===== config.mk =====
export PLATFORM = sky130hd
export DESIGN_NAME = spi_frame_receiver_flat
export DESIGN_NICKNAME = d
export VERILOG_FILES = /design/src/rtl/spi_frame_receiver_if.sv /design/src/rtl/spi_frame_receiver.sv /design/src/flat_wrapper.sv
export SDC_FILE = /design/constraint.sdc
export NUM_CORES = 1
export LEC_CHECK = 0
export ABC_AREA = 0
export CAP_MARGIN = 25
export CORE_UTILIZATION = 40
export CTS_CLUSTER_DIAMETER = 60
export DETAILED_ROUTE_END_ITERATION = 6
export PLACE_DENSITY = 0.65
export SKIP_CTS_REPAIR_TIMING = 1
export SYNTH_ARGS = -nofsm -noshare
export SYNTH_HDL_FRONTEND = slang
export SYNTH_SLANG_ARGS = --single-unit

===== constraint.sdc =====
create_clock -name clk -period 6.3 [get_ports clk]
set_clock_uncertainty 0.1 [all_clocks]
set_input_delay 0.945 -clock clk [delete_from_list [all_inputs] [get_ports clk]]
set_output_delay 0.945 -clock clk [all_outputs]
set_load 0.02 [all_outputs]

===== src/rtl/spi_frame_receiver_if.sv =====
// Signal bundle between the SPI line/readout side and spi_frame_receiver.
// The master modport is the environment (drives SPI lines, consumes words).
interface spi_frame_receiver_if #(
    parameter int DATA_WIDTH = 12,
    parameter int FIFO_DEPTH = 4
);
    localparam int LW = $clog2(FIFO_DEPTH) + 1;

    logic                  sclk;
    logic                  cs_n;
    logic                  sdi;
    logic [DATA_WIDTH-1:0] out_data;
    logic                  out_valid;
    logic                  out_ready;
    logic                  frame_err;
    logic                  overrun;
    logic [LW-1:0]         fifo_level;

    modport master (
        output sclk, cs_n, sdi, out_ready,
        input  out_data, out_valid, frame_err, overrun, fifo_level
    );

    modport slave (
        input  sclk, cs_n, sdi, out_ready,
        output out_data, out_valid, frame_err, overrun, fifo_level
    );
endinterface


===== src/rtl/spi_frame_receiver.sv =====
// SPI mode-0 frame receiver: synchronises sclk/cs_n/sdi into clk, assembles
// MSB-first words and buffers them in a first-word-fall-through FIFO.
module spi_frame_receiver #(
    parameter int DATA_WIDTH  = 12,
    parameter int SYNC_STAGES = 2,
    parameter int FIFO_DEPTH  = 4
) (
    input  logic                  clk,
    input  logic                  rst,
    spi_frame_receiver_if.slave   bus
);
    localparam int AW = $clog2(FIFO_DEPTH);
    localparam int LW = AW + 1;
    localparam int CW = $clog2(DATA_WIDTH + 1);

    typedef enum logic [1:0] {
        IDLE = 2'd0,
        RECV = 2'd1,
        HOLD = 2'd2
    } state_t;

    // ------------------------------------------------------------------
    // Synchronisers
    // ------------------------------------------------------------------
    logic [SYNC_STAGES-1:0] sclk_ff;
    logic [SYNC_STAGES-1:0] csn_ff;
    logic [SYNC_STAGES-1:0] sdi_ff;
    logic                   sclk_s;
    logic                   csn_s;
    logic                   sdi_s;
    logic                   sclk_d;
    logic                   rise_q;
    logic                   csn_q;
    logic                   sdi_q;

    always_ff @(posedge clk) begin
        if (rst) begin
            sclk_ff <= '0;
            csn_ff  <= '1;
            sdi_ff  <= '0;
        end else begin
            sclk_ff <= {sclk_ff[SYNC_STAGES-2:0], bus.sclk};
            csn_ff  <= {csn_ff[SYNC_STAGES-2:0],  bus.cs_n};
            sdi_ff  <= {sdi_ff[SYNC_STAGES-2:0],  bus.sdi};
        end
    end

    assign sclk_s = sclk_ff[SYNC_STAGES-1];
    assign csn_s  = csn_ff[SYNC_STAGES-1];
    assign sdi_s  = sdi_ff[SYNC_STAGES-1];

    // Edge pulse, data and select are registered together so the FSM sees
    // a coincident cs_n rise and sclk rise in the same cycle.
    always_ff @(posedge clk) begin
        if (rst) begin
            sclk_d <= 1'b0;
            rise_q <= 1'b0;
            csn_q  <= 1'b1;
            sdi_q  <= 1'b0;
        end else begin
            sclk_d <= sclk_s;
            rise_q <= sclk_s & ~sclk_d;
            csn_q  <= csn_s;
            sdi_q  <= sdi_s;
        end
    end

    // ------------------------------------------------------------------
    // Frame FSM
    // ------------------------------------------------------------------
    state_t                state, state_nx;
    logic [CW-1:0]         bit_cnt, bit_cnt_nx;
    logic [DATA_WIDTH-1:0] shift, shift_nx;
    logic                  push;
    logic [DATA_WIDTH-1:0] push_word;
    logic                  err_nx;
    logic                  frame_err_q;

    always_ff @(posedge clk) begin
        if (rst) begin
            state       <= IDLE;
            bit_cnt     <= '0;
            shift       <= '0;
            frame_err_q <= 1'b0;
        end else begin
            state       <= state_nx;
            bit_cnt     <= bit_cnt_nx;
            shift       <= shift_nx;
            frame_err_q <= err_nx;
        end
    end

    assign push_word = {shift[DATA_WIDTH-2:0], sdi_q};

    always_comb begin
        state_nx   = state;
        bit_cnt_nx = bit_cnt;
        shift_nx   = shift;
        push       = 1'b0;
        err_nx     = 1'b0;
        unique case (state)
            IDLE: begin
                if (!csn_q) begin
                    state_nx   = RECV;
                    bit_cnt_nx = '0;
                end
            end
            RECV: begin
                // cs_n release wins over a simultaneous sclk edge
                if (csn_q) begin
                    state_nx   = IDLE;
                    err_nx     = (bit_cnt != '0);
                    bit_cnt_nx = '0;
                end else if (rise_q) begin
                    shift_nx   = push_word;
                    bit_cnt_nx = bit_cnt + 1'b1;
                    if (bit_cnt == CW'(DATA_WIDTH - 1)) begin
                        push       = 1'b1;
                        state_nx   = HOLD;
                        bit_cnt_nx = '0;
                    end
                end
            end
            HOLD: begin
                if (csn_q) state_nx = IDLE;
            end
            default: begin
                state_nx   = IDLE;
                bit_cnt_nx = '0;
            end
        endcase
    end

    assign bus.frame_err = frame_err_q;

    // ------------------------------------------------------------------
    // First-word-fall-through FIFO
    // ------------------------------------------------------------------
    logic [DATA_WIDTH-1:0] mem [FIFO_DEPTH];
    logic [LW-1:0]         wr_ptr;
    logic [LW-1:0]         rd_ptr;
    logic [LW-1:0]         level;
    logic                  full;
    logic                  pop;
    logic                  wr_en;
    logic                  overrun_q;

    assign level = wr_ptr - rd_ptr;
    assign full  = (level == LW'(FIFO_DEPTH));
    assign pop   = (level != '0) & bus.out_ready;
    // A pop in the same cycle frees the slot the push lands in.
    assign wr_en = push & (~full | pop);

    always_ff @(posedge clk) begin
        if (wr_en) mem[wr_ptr[AW-1:0]] <= push_word;
    end

    always_ff @(posedge clk) begin
        if (rst) begin
            wr_ptr    <= '0;
            rd_ptr    <= '0;
            overrun_q <= 1'b0;
        end else begin
            if (wr_en) wr_ptr <= wr_ptr + 1'b1;
            if (pop)   rd_ptr <= rd_ptr + 1'b1;
            if (push && !wr_en) overrun_q <= 1'b1;
        end
    end

    assign bus.out_valid  = (level != '0);
    assign bus.out_data   = bus.out_valid ? mem[rd_ptr[AW-1:0]] : '0;
    assign bus.overrun    = overrun_q;
    assign bus.fifo_level = level;

endmodule


===== src/flat_wrapper.sv =====
// flat-port wrapper written by rule: the top's interface ports become plain ports
module spi_frame_receiver_flat 
#(
    parameter int DATA_WIDTH  = 12,
    parameter int SYNC_STAGES = 2,
    parameter int FIFO_DEPTH  = 4
)
  (clk, rst, bus_sclk, bus_cs_n, bus_sdi, bus_out_ready, bus_out_data, bus_out_valid, bus_frame_err, bus_overrun, bus_fifo_level);
  spi_frame_receiver_if #(.DATA_WIDTH(DATA_WIDTH), .FIFO_DEPTH(FIFO_DEPTH)) bus_i ();
  input  logic clk;
  input  logic rst;
  input wire logic [$bits(bus_i.sclk)-1:0] bus_sclk;
  input wire logic [$bits(bus_i.cs_n)-1:0] bus_cs_n;
  input wire logic [$bits(bus_i.sdi)-1:0] bus_sdi;
  input wire logic [$bits(bus_i.out_ready)-1:0] bus_out_ready;
  output wire logic [$bits(bus_i.out_data)-1:0] bus_out_data;
  output wire logic [$bits(bus_i.out_valid)-1:0] bus_out_valid;
  output wire logic [$bits(bus_i.frame_err)-1:0] bus_frame_err;
  output wire logic [$bits(bus_i.overrun)-1:0] bus_overrun;
  output wire logic [$bits(bus_i.fifo_level)-1:0] bus_fifo_level;
  assign bus_i.sclk = bus_sclk;
  assign bus_i.cs_n = bus_cs_n;
  assign bus_i.sdi = bus_sdi;
  assign bus_i.out_ready = bus_out_ready;
  assign bus_out_data = bus_i.out_data;
  assign bus_out_valid = bus_i.out_valid;
  assign bus_frame_err = bus_i.frame_err;
  assign bus_overrun = bus_i.overrun;
  assign bus_fifo_level = bus_i.fifo_level;
  spi_frame_receiver #(.DATA_WIDTH(DATA_WIDTH), .SYNC_STAGES(SYNC_STAGES), .FIFO_DEPTH(FIFO_DEPTH)) u_core (.clk(clk), .rst(rst), .bus(bus_i));
endmodule

==> flow_summary.json, run 1 <==
{
  "tightest_slew_ps": 864,
  "critical-path-slowest-cell": "clkdlybuf4s50_1",
  "path_clk_slew_ps": 80,
  "max-cap-violations": 0,
  "status": "complete, no violations",
  "postSynth.asyncResetShare": 0,
  "relSlewSlack": 0.423,
  "post-dp-hpwl_um": 3610,
  "cts_buffer_depth": 2,
  "synth.top_cell.area_share": 0.413,
  "avgSynthCellArea_um2": 14.0,
  "slew_violations": 0,
  "yosysWarningCount": 0,
  "drc_errors": 0,
  "timing.critical_path.required_ps": 5250,
  "cp.arrival_ps": 2930,
  "numPlacedInstances": 366,
  "ff2ff_path_depth": 6,
  "hold_viol_final": 0,
  "finalCoreUtilization": 0.479,
  "critical_path_peak_fanout": 13,
  "place_worst_setup_slack_ps": 2640,
  "fillers": 735,
  "p_int_uw": 941,
  "leakage_dissipation_uw": 0.00132,
  "path_buf_inv": 3,
  "area.growth.synth_to_final_pct": 14.6,
  "worstHoldPathType": "reg2reg",
  "stdcell_count": 383,
  "crit_type": "reg2out",
  "clock_tree.root_cell": "clkbuf_8",
  "synth_top_cells_by_count": "edfxtp_1, dfxtp_1, nand2_1, nor2b_1, a21oi_1",
  "grt_first_pass_wirelength_um": 9470,
  "path_delay_family": "buffers and inverters",
  "drive_gt1_frac": 0.169,
  "globalplace.congestion": 0.814,
  "synthesis.instances": 249,
  "floorplan.core_area_um2": 8340,
  "cts_tree": "yes",
  "avgViaCountPerCell": 5.02,
  "clock_insertion_delay_worst_skew_ps": 350,
  "setup_viol_count_final": 0,
  "seq_area_um2": 2180,
  "antenna_found_initial": 0,
  "port_buffers": 23,
  "fin_setup_tns_ps": 0,
  "whs_path_depth": 1,
  "power_switching_share": 0.288,
  "syn_area_um2": 3490,
  "worstPathCellList": "inv_1 > ha_1 > fa_1 > xnor3_2 > inv_2 > nor3_4 > and2b_1 > clkdlybuf4s50_1",
  "dominantRegCellSynth": "edfxtp_1",
  "fin_crit_sh": 0.631,
  "synth.yosys.seq_area_share": 0.626,
  "post_synth_main_area_contributors": "edfxtp_1, dfxtp_1, mux4_2",
  "dieHeight_um": 95.4,
  "first_global_vias": 1859,
  "synth_most_common_cell": "edfxtp_1",
  "comb_power_share": 0.249,
  "yosys.area.top_type": "edfxtp_1",
  "numClockSinks": 85,
  "grt_overflow": 0,
  "finalCriticalPeriod_ps": 3980,
  "grt_util_all_layers": 0.146,
  "dieArea_um2": 9090,
  "drtIter0Drc": 92,
  "post_synth_num_cell_types": 49,
  "p_clk_frac": 0.287,
  "end_kind": "primary output",
  "power.ir.vdd_worst_mv": 0.129,
  "tritoncts.num_buffers": 9,
  "finish.net_count": 288,
  "antenna-diode-count": 0,
  "multiInputGateArea_um2": 1200,
  "maximum_number_of_pins_on_one_net_before_global_route_repair": 39,
  "initial_cell_density_of_the_core": 0.418,
  "die_width_um": 95.4,
  "timing.final.ws_setup_ps": 2320,
  "routedWlPerCell_um": 15.1,
  "power.share.sequential": 0.463,
  "boundaryPins": 24,
  "drt.antenna.violating_nets": 0,
  "drt_wl_total_um": 5800,
  "syn-num-nets": 264,
  "cts.htree.levels": 3,
  "total_switching_power_uw": 382,
  "synth.ff_latch_count": 85,
  "row_count": 33,
  "maximum_frequency_from_static_timing_analysis_mhz": 251,
  "synth_enable_flop_cells": 48,
  "vias": 1924,
  "cp_slowest_stage_delay_ps": 530,
  "rsz0062_at_grt": "no",
  "power_per_standard_cell_area_nw_per_um2": 331,
  "worstSetupStartpointType": "register",
  "cp.depth": 8,
  "firstDrtPassIters": 6
}
registers in the layout, indices dropped and copies added (netlist names), 2 cells and up, named ones only:
register	cells
u_core.mem	48
u_core.shift	11
u_core.bit_cnt	4
u_core.rd_ptr	3
u_core.wr_ptr	3
u_core.csn_ff	2
u_core.sclk_ff	2
u_core.sdi_ff	2
u_core.state	2
area by class of cell:
cell class / instances / area share
Clock buffer: 9 / 0.0310
Timing Repair Buffer: 25 / 0.0623
Tap cell: 105 / 0.0329
Sequential cell: 85 / 0.546
Inverter: 10 / 0.00939
Multi-Input combinational cell: 142 / 0.300
Clock inverter: 7 / 0.0182
cell usage in the layout, fill, tap and decap left out, types with 5 or more instances in the layout:
cell type        count
edfxtp_1            48
clkbuf_8             9
nor2_1               7
dfxtp_1             37
clkdlybuf4s50_1     23
inv_1                9
nand2_1             23
mux4_2              12
ha_1                 8
nand2b_1             5
a21oi_1             16
nor2b_1             19
power by group through the flow:
stage                     logic [µW]  clock network (µW)  registers [µW]
final                            330                 380             613
after global routing             359                 413             617
after CTS                        335                 390             614
after detailed placement         334                   0             627
after global placement           330                   0             627
after floorplan                  220                   0             608
metrics by stage:
| step | instance area [µm²] | total power (µW) | hold slack (ps) |
|---|---|---|---|
| after floorplan | 3490 | 828 | 267 |
| after global placement | 3790 | 957 | 272 |
| after detailed placement | 3790 | 961 | 285 |
| after CTS | 3990 | 1340 | 301 |
| after global routing | 4000 | 1390 | 314 |
| final | 4000 | 1320 | 294 |
worst paths after layout:
check	start	to	slack (ps)
hold / removal	u_core.sclk_d	u_core.rise_q	290
hold reg to reg	u_core.sclk_d	u_core.rise_q	290
setup reg to reg	u_core.wr_ptr[0]	u_core.mem[2][7]	3460
setup / recovery	u_core.wr_ptr[0]	bus_out_data[3]	2320
logic make-up (layout without fill, tap and decap cells):
| kind of cell | after synthesis | after routing | share of synthesized area |
|---|---|---|---|
| XOR/XNOR | 1 | 1 | 0.00682 |
| AND/OR/NAND/NOR | 83 | 83 | 0.143 |
| flip-flops | 85 | 85 | 0.626 |
| multiplexers | 19 | 19 | 0.0994 |
| AO/OA/AOI/OAI | 30 | 30 | 0.0607 |
| buffers and inverters | 22 | 51 | 0.0298 |
| adder cells (fa/ha/maj) | 9 | 9 | 0.0345 |
routing by layer:
metal,vias to the layer above,GRT usage,wire length [µm]
li1,949,-,-
met1,930,0.186,2670
met2,38,0.231,2770
met3,7,0.0367,257
met4,0,0.0707,97
met5,-,0,0
worst register-to-register path, cell delays in order, from the launching register on:
cell and delay (ps):
dfxtp_1 380, inv_1 100, ha_1 200, fa_1 460, and3b_1 260, a211oi_4 370
and2_1 620
Note: power is estimated with default switching activity, not from simulation.
==> inputs of run 2 (changes only) <==
==> constraint.sdc (replaced) <==
create_clock -name clk -period 4 [get_ports clk]
set_clock_uncertainty 0.1 [all_clocks]
set_input_delay 0.6 -clock clk [delete_from_list [all_inputs] [get_ports clk]]
set_output_delay 0.6 -clock clk [all_outputs]
set_load 0.02 [all_outputs]
==> run 2 against run 1 <==
Compared with the run above: sequential power up 55%; via count is 1.5% higher; global-route usage is essentially flat; clock power up 48%; first-iteration DRC count shrank 7.6%; largest cell class unchanged; sequential cell count stayed put; worst hold slack worse by 7.2 ps; total power rose by 55%.
==> flow_summary.json, run 2 (synthesis results as in run 1) <==
{
  "antenna_found_initial": 0,
  "grt_overflow": 0,
  "grt_first_pass_wirelength_um": 9490,
  "mostFrequentLayoutCells": "edfxtp_1, dfxtp_1, nand2_1, clkdlybuf4s50_1, nor2b_1",
  "slew_violations": 0,
  "end_kind": "primary output",
  "post-dp-hpwl_um": 3780,
  "drt.antenna.violating_nets": 0,
  "row_count": 33,
  "grt_util_all_layers": 0.146,
  "power_per_standard_cell_area_nw_per_um2": 515,
  "initial_cell_density_of_the_core": 0.418,
  "numClockSinks": 85,
  "port_buffers": 23,
  "floorplan.core_area_um2": 8340,
  "worstHoldPathType": "reg2reg",
  "die_width_um": 95.4,
  "max-cap-violations": 0,
  "fin_setup_tns_ps": 0,
  "whs_path_depth": 1,
  "cts_buffer_depth": 2,
  "area.growth.synth_to_final_pct": 14.3,
  "dieArea_um2": 9090,
  "globalplace.congestion": 0.775,
  "tritoncts.num_buffers": 9,
  "first_global_vias": 1830,
  "vias": 1952,
  "boundaryPins": 24,
  "finish.net_count": 289,
  "route.met3.wl_um": 255,
  "path_clk_slew_ps": 90,
  "drive_gt1_frac": 0.168,
  "drc_errors": 0,
  "fin_crit_sh": 0.918,
  "avgViaCountPerCell": 5.08,
  "leakage_dissipation_uw": 0.00131,
  "hold-worst-slack_ps": 287,
  "cts.htree.levels": 3,
  "power.ir.vdd_worst_mv": 0.212,
  "ff2ff_path_depth": 6,
  "reg2reg_slack_ps": 1120,
  "largest_register_ff_count": 48,
  "maximum_number_of_pins_on_one_net_before_global_route_repair": 28,
  "timing.critical_path.required_ps": 3300,
  "routed-wl-met2_um": 2800,
  "firstDrtPassIters": 4,
  "drt_wl_total_um": 5830,
  "fin_area_um2": 3980,
  "dieHeight_um": 95.4,
  "mostFrequentLayoutCell": "edfxtp_1",
  "tightest_slew_ps": 875,
  "relSlewSlack": 0.415,
  "wl_met1_um": 2700,
  "highest_layer": "met4",
  "cts_tree": "yes",
  "hold_path_end": "u_core.rise_q",
  "clock_insertion_delay_worst_skew_ps": 360,
  "detailed_place.area_um2": 3800,
  "reg2reg_from": "u_core.wr_ptr[0]",
  "critical_path_peak_fanout": 13,
  "clock_tree.root_cell": "clkbuf_8",
  "critical_path.reg2reg.endpoint": "u_core.mem[0][11]",
  "maximum_frequency_from_static_timing_analysis_mhz": 272,
  "routedWlPerCell_um": 15.2,
  "crit_type": "reg2out",
  "rsz0062_at_grt": "no",
  "finalCriticalPeriod_ps": 3670,
  "antenna-diode-count": 0,
  "hold_viol_final": 0,
  "worstHoldStart": "u_core.sclk_d",
  "drtIter0Drc": 85,
  "worstSetupStartpointType": "register",
  "status": "complete, no violations",
  "setup_viol_count_final": 0,
  "cp.arrival_ps": 2970
}
==> run 2: worst max-delay path, stage by stage (launching register included) <==
cell             delay (ps)
dfxtp_1                 380
inv_1                   110
ha_1                    200
fa_1                    390
xnor3_2                 270
inv_2                   100
nor3_4                  400
and2b_1                 240
clkdlybuf4s50_1         530
==> run 2: per-stage QoR <==
stage	total power, µW	setup WS, ps	instances	utilization
finish	2050	327	384	0.478
global route	2140	110	384	0.478
CTS	2070	224	384	0.478
detailed placement	1520	629	368	0.456
global placement	1510	742	368	0.456
floorplan	1300	1250	249	-
==> run 2: final cells by class <==
cell class	instances	area, µm²
fillers	753	4360
flip-flops and latches	85	2180
multi-input cells	142	1200
repair buffers	26	253
well taps	105	131
clock buffers	9	124
clock inverters	7	56.3
inverters	10	37.5
==> run 2: where the power goes <==
group	leakage (µW)	internal (µW)	switching (µW)
clock	0.0000862	234	327
sequential	0.000745	927	20.7
combinational	0.000483	269	273
total	0.00131	1430	621
==> run 2: how the worst max path moves through the flow <==
stage | start | to | slack [ps] | depth (start not counted)
final | u_core.wr_ptr[0] | bus_out_data[3] | 330 | 8
after floorplan | u_core.wr_ptr[0] | bus_out_data[3] | 1250 | 8
after detailed placement | u_core.wr_ptr[0] | bus_out_data[3] | 630 | 8
after global placement | u_core.wr_ptr[0] | bus_out_data[3] | 740 | 8
after CTS | u_core.wr_ptr[0] | bus_out_data[3] | 220 | 8
after global routing | u_core.wr_ptr[0] | bus_out_data[3] | 110 | 8
==> run 2: layer usage <==
metal  vias to the layer above  GRT usage
li1                        953          -
met1                       956      0.186
met2                        35      0.229
met3                         8     0.0558
met4                         0     0.0442
met5                         -          0
==> inputs of run 3 (changes only) <==
--- a/config.mk
+++ b/config.mk
@@ -12,6 +12,7 @@
 export DETAILED_ROUTE_END_ITERATION = 6
 export PLACE_DENSITY = 0.65
 export SKIP_CTS_REPAIR_TIMING = 1
+export SLEW_MARGIN = 20
 export SYNTH_ARGS = -nofsm -noshare
 export SYNTH_HDL_FRONTEND = slang
 export SYNTH_SLANG_ARGS = --single-unit
==> results of run 3 <==
No change in the layout: final DEF, timing and power equal those of run 2.
==> patch 1, RTL diff (flow settings as in run 1) <==
Encoding of `state_t`: now one-hot (3 bits for 3 states).
--- a/src/rtl/spi_frame_receiver.sv
+++ b/src/rtl/spi_frame_receiver.sv
@@ -15,6 +15,6 @@
 
-    typedef enum logic [1:0] {
-        IDLE = 2'd0,
-        RECV = 2'd1,
-        HOLD = 2'd2
+    typedef enum logic [2:0] {
+        IDLE = 3'b001,
+        RECV = 3'b010,
+        HOLD = 3'b100
     } state_t;
Behaviour: same outputs for any inputs over 10 cycles, from zero or initial values and one cycle with rst high; not proved beyond that.
==> patch 1 against run 1 <==
- setup slack got worse by 0.087 ns
- global-route usage rose by 0.070 points
- sequential cell count rose by 1
- area after synthesis fell by 1.9%
- via count fell by 0.88%
- combinational power fell by 8.5%
- highest routed layer unchanged
- largest cell class unchanged
- total power fell by 4.7%
- design area fell by 1.7%
- wire length fell by 2.8%
- register-to-register slack improved by 0.23 ns
- largest power group unchanged
==> patch 1: results (changes against run 1) <==
synthesis:
  synth_cell_type_count: 42  # -14%
  synth_commonest_cells: "edfxtp_1, dfxtp_1, nand2_1"
  syn_nets: 266  # +0.76%
  synth_area_leaders: "edfxtp_1, dfxtp_1, mux4_2, nor2b_1, nand2_1"
  yosysSeqAreaShare: 0.644  # +0.0178
  yosysWarnings: 0  # unchanged
status:
  run_status: "finished, final reports clean"
finish:
  fill_cells: 751  # +2.2%
  drive_above_1_share: 0.131  # -0.0379
  final_net_count: 292  # +1.4%
placed_design:
  dpl.hpwl_um: 3570  # -1.1%
  gp_congestion: 0.729  # -10%
route:
  dr.pass1.iters: 4  # -2
  drtIter0Drc: 81  # -12%
  avgRoutedWirePerCell_um: 14.6  # -3.8%
  drt-vias-per-instance: 4.93  # -1.9%
grt:
  grt_pass1_vias: 1838  # -1.1%
  grt_pass1_wl_um: 9490  # +0.22%
  antenna_found_initial: 0  # unchanged
  gr-usage-all-layers: 0.146  # +0.000696
  grt_max_degree: 29  # -26%
power_and_ir_drop:
  power.switching_uw: 365  # -4.4%
  leakagePower_uw: 0.00131  # -0.68%
timing:
  worstMarginPinSlew_ns: 0.848  # -0.0162 ns
min_path:
  hold_path_class: "register to register"
worst_setup_path:
  ff2ff_setup_slack_ns: 3.69  # +0.23 ns
  worstPathArrival_ns: 3.02  # +0.09 ns
## patch 1: cell families (layout without fill, tap and decap cells)
logic type | Yosys count | count (layout) | synth area share
AND/OR/NAND/NOR | 88 | 88 | 0.143
flip-flops | 86 | 86 | 0.644
AO/OA/AOI/OAI | 28 | 28 | 0.0512
buffers and inverters | 22 | 53 | 0.0274
multiplexers | 14 | 14 | 0.0849
adder cells (fa/ha/maj) | 9 | 9 | 0.0351
XOR/XNOR | 4 | 4 | 0.0146
## patch 1: cell type report
class,instances,area (sq um),share of cell area
tap,105,131,0.0334
inverter,11,41.3,0.0105
clock inverter,6,46.3,0.0118
sequential,86,2200,0.560
clock buffer,10,128,0.0325
multi-input combinational,143,1120,0.286
timing repair buffer,26,256,0.0653
## patch 1: through the flow
stage          cell area [sq um]  setup slack [ns]  hold slack, ns  std cells   util
2_1_floorplan               3420              3.09           0.267        251      -
4_1_cts                     3920              1.78           0.294        386  0.475
5_1_grt                     3930              2.03           0.303        387  0.476
6_report                    3930              2.23           0.286        387  0.476
3_5_place_dp                3740              2.19           0.283        370  0.453
3_3_place_gp                3740              2.35           0.274        370  0.453
## patch 1: metal layers
layer | wire [um] | up-vias | part of all wire | track usage
met5 | 0 | - | 0 | 0
met4 | 36 | 0 | 0.0064 | 0.0644
met3 | 202 | 2 | 0.036 | 0.0411
met2 | 2840 | 38 | 0.50 | 0.238
met1 | 2560 | 918 | 0.45 | 0.182
li1 | - | 949 | - | -
## patch 1: final timing paths
path	endpoint	cells past startpoint
setup reg to reg	u_core.mem[2][10]$_DFFE_PP_	7
setup / recovery	bus_out_data[6]	9
hold reg to reg	u_core.rise_q$_SDFF_PP0_	1
hold / removal	u_core.rise_q$_SDFF_PP0_	1
## patch 1: power by group through the flow
stage          combinational (uW)  sequential [uW]  clock, uW
2_1_floorplan                 189              613          0
3_3_place_gp                  289              631          0
3_5_place_dp                  295              632          0
4_1_cts                       296              619        356
5_1_grt                       327              621        378
6_report                      302              617        342
## patch 1: worst max-delay path, cell delays in order (launching register included)
cell and delay, ns:
dfxtp_1 0.36, inv_1 0.11, ha_1 0.21, fa_1 0.38, xnor3_2 0.28, inv_1 0.08, nor2_1 0.35, buf_6 0.21
and2b_1 0.18, clkdlybuf4s50_1 0.52
==> patch 2, RTL diff (flow settings as in run 1) <==
Made on the original files. `SYNC_STAGES` is set to 2 in 2 places; all go to 4.
--- a/src/rtl/spi_frame_receiver.sv
+++ b/src/rtl/spi_frame_receiver.sv
@@ -4,3 +4,3 @@
     parameter int DATA_WIDTH  = 12,
-    parameter int SYNC_STAGES = 2,
+    parameter int SYNC_STAGES = 4,
     parameter int FIFO_DEPTH  = 4
--- a/src/flat_wrapper.sv
+++ b/src/flat_wrapper.sv
@@ -4,3 +4,3 @@
     parameter int DATA_WIDTH  = 12,
-    parameter int SYNC_STAGES = 2,
+    parameter int SYNC_STAGES = 4,
     parameter int FIFO_DEPTH  = 4
Check against the original RTL: not equivalent (a bounded check fails within 10 cycles, from zero or initial values and one cycle with rst high).
==> patch 2 against run 1 <==
- clock power fell by 6.1%
- sequential cell count rose by 6
- final cell count rose by 3.9%
- combinational power barely moved
- design area rose by 3.8%
- first-iteration DRC count fell by 24%
- area after synthesis rose by 4.5%
- register-to-register slack barely moved
- sequential power rose by 6.0%
- setup slack improved by 0.0025 ns
- wire length fell by 1.9%
- total power rose by 1.0%
- critical path type unchanged
- largest power group unchanged
- highest routed layer unchanged
==> patch 2: results (changes against run 1) <==
status:
  run_status: "finished, final reports clean"
placed_design:
  gp_congestion: 0.764  # -6.2%
  placedCellCount: 381  # +4.1%
  dpl.hpwl_um: 3510  # -2.7%
  postPlaceCellArea_sq_um: 3950  # +4.3%
  place_ws_ns: 2.63  # -0.0129 ns
grt:
  gr-usage-all-layers: 0.132  # -0.0138
  use_met1: 0.171  # -0.0148
  grt_pass1_vias: 1908  # +2.6%
  grt_util_met3: 0.0417  # +0.00504
  grtUsageMet2: 0.205  # -0.0260
  grt_pass1_wl_um: 9560  # +1.0%
  grt_max_degree: 45  # +15%
min_path:
  hp-start: "u_core.sclk_d$_SDFF_PP0_"
finish:
  final_net_count: 300  # +4.2%
  drive_above_1_share: 0.166  # -0.00355
  largest_reg_flops: 48  # unchanged
  stdcell_count: 398  # +3.9%
  diodes: 0  # unchanged
worst_setup_path:
  crit_end: "bus_out_data[2]"
  cp_slowest_cell: "clkdlybuf4s50_1"
  crit_family: "buffers and inverters"
  rr_endpoint: "u_core.mem[1][0]$_DFFE_PP_"
  crit_fanout: 13  # unchanged
  crit_start: "u_core.wr_ptr[0]$_SDFFE_PP0P_"
  worstPathArrival_ns: 2.93  # about the same
  worstReg2RegStart: "u_core.wr_ptr[0]$_SDFFE_PP0P_"
synthesis:
  synth_area_leaders: "edfxtp_1, dfxtp_1, mux4_2, nor2b_1, ha_1"
  synth_cells: 261  # +4.8%
  synth_commonest_cells: "edfxtp_1, dfxtp_1, nand2_1, nor2b_1, a21oi_1"
  yosysSeqAreaShare: 0.632  # +0.00588
  synthArstFlopShare: 0  # unchanged
  syn_nets: 276  # +4.5%
  synth_cell_type_count: 48  # -2.0%
clock_network:
  clk_latency_ns: 0.35  # about the same
  cts_root_buf: "clkbuf_8"
  clk_pin_slew_ns: 0.08  # about the same
timing:
  fin_crit_sh: 0.631  # about the same
  hold_slack_ns: 0.297  # +0.00269 ns
  setup_viol: 0  # unchanged
  slew_headroom: 0.440  # +0.0172
  final_max_slew_viol_count: 0  # unchanged
route:
  dr.pass1.iters: 4  # -2
  drtIter0Drc: 70  # -24%
  vias: 1951  # +1.4%
  drt_wl_total_um: 5690  # -1.9%
power_and_ir_drop:
  leakagePower_uw: 0.00137  # +4.1%
  vdd_ir_drop_max_mv: 0.131  # +1.3%
patch 2: changes by cell type in the layout (fill, tap and decap cells not counted):
cell / delta
dfxtp_1: +6
nor2b_1: +4
clkinv_4: +3
clkinv_2: -2
clkinvlp_4: -2
or2_2: +2
bufinv_16: -1
clkbuf_8: +1
clkinv_1: +1
patch 2: layer usage:
layer	share of wire	vias to the layer above
met5	0	-
met4	0.017	0
met3	0.035	9
met2	0.47	29
met1	0.48	928
li1	-	985
patch 2: cell families after synthesis:
family / synth area share
mux: 0.0951
fa+ha+maj: 0.0330
xor+xnor: 0.00652
compound gates: 0.0580
buf+inv: 0.0285
simple gates: 0.147
flops: 0.632
patch 2: final cells by class:
class	count	area (sq um)
Clock buffer	10	138
Inverter	10	37.5
Timing Repair Buffer	25	249
Multi-Input combinational cell	148	1240
Tap cell	108	135
Sequential cell	91	2300
Fill cell	796	4620
Clock inverter	6	47.5
patch 2: where the power goes:
part	switching (uW)	internal (uW)
clock network	200	158
registers	23.4	626
logic	160	170
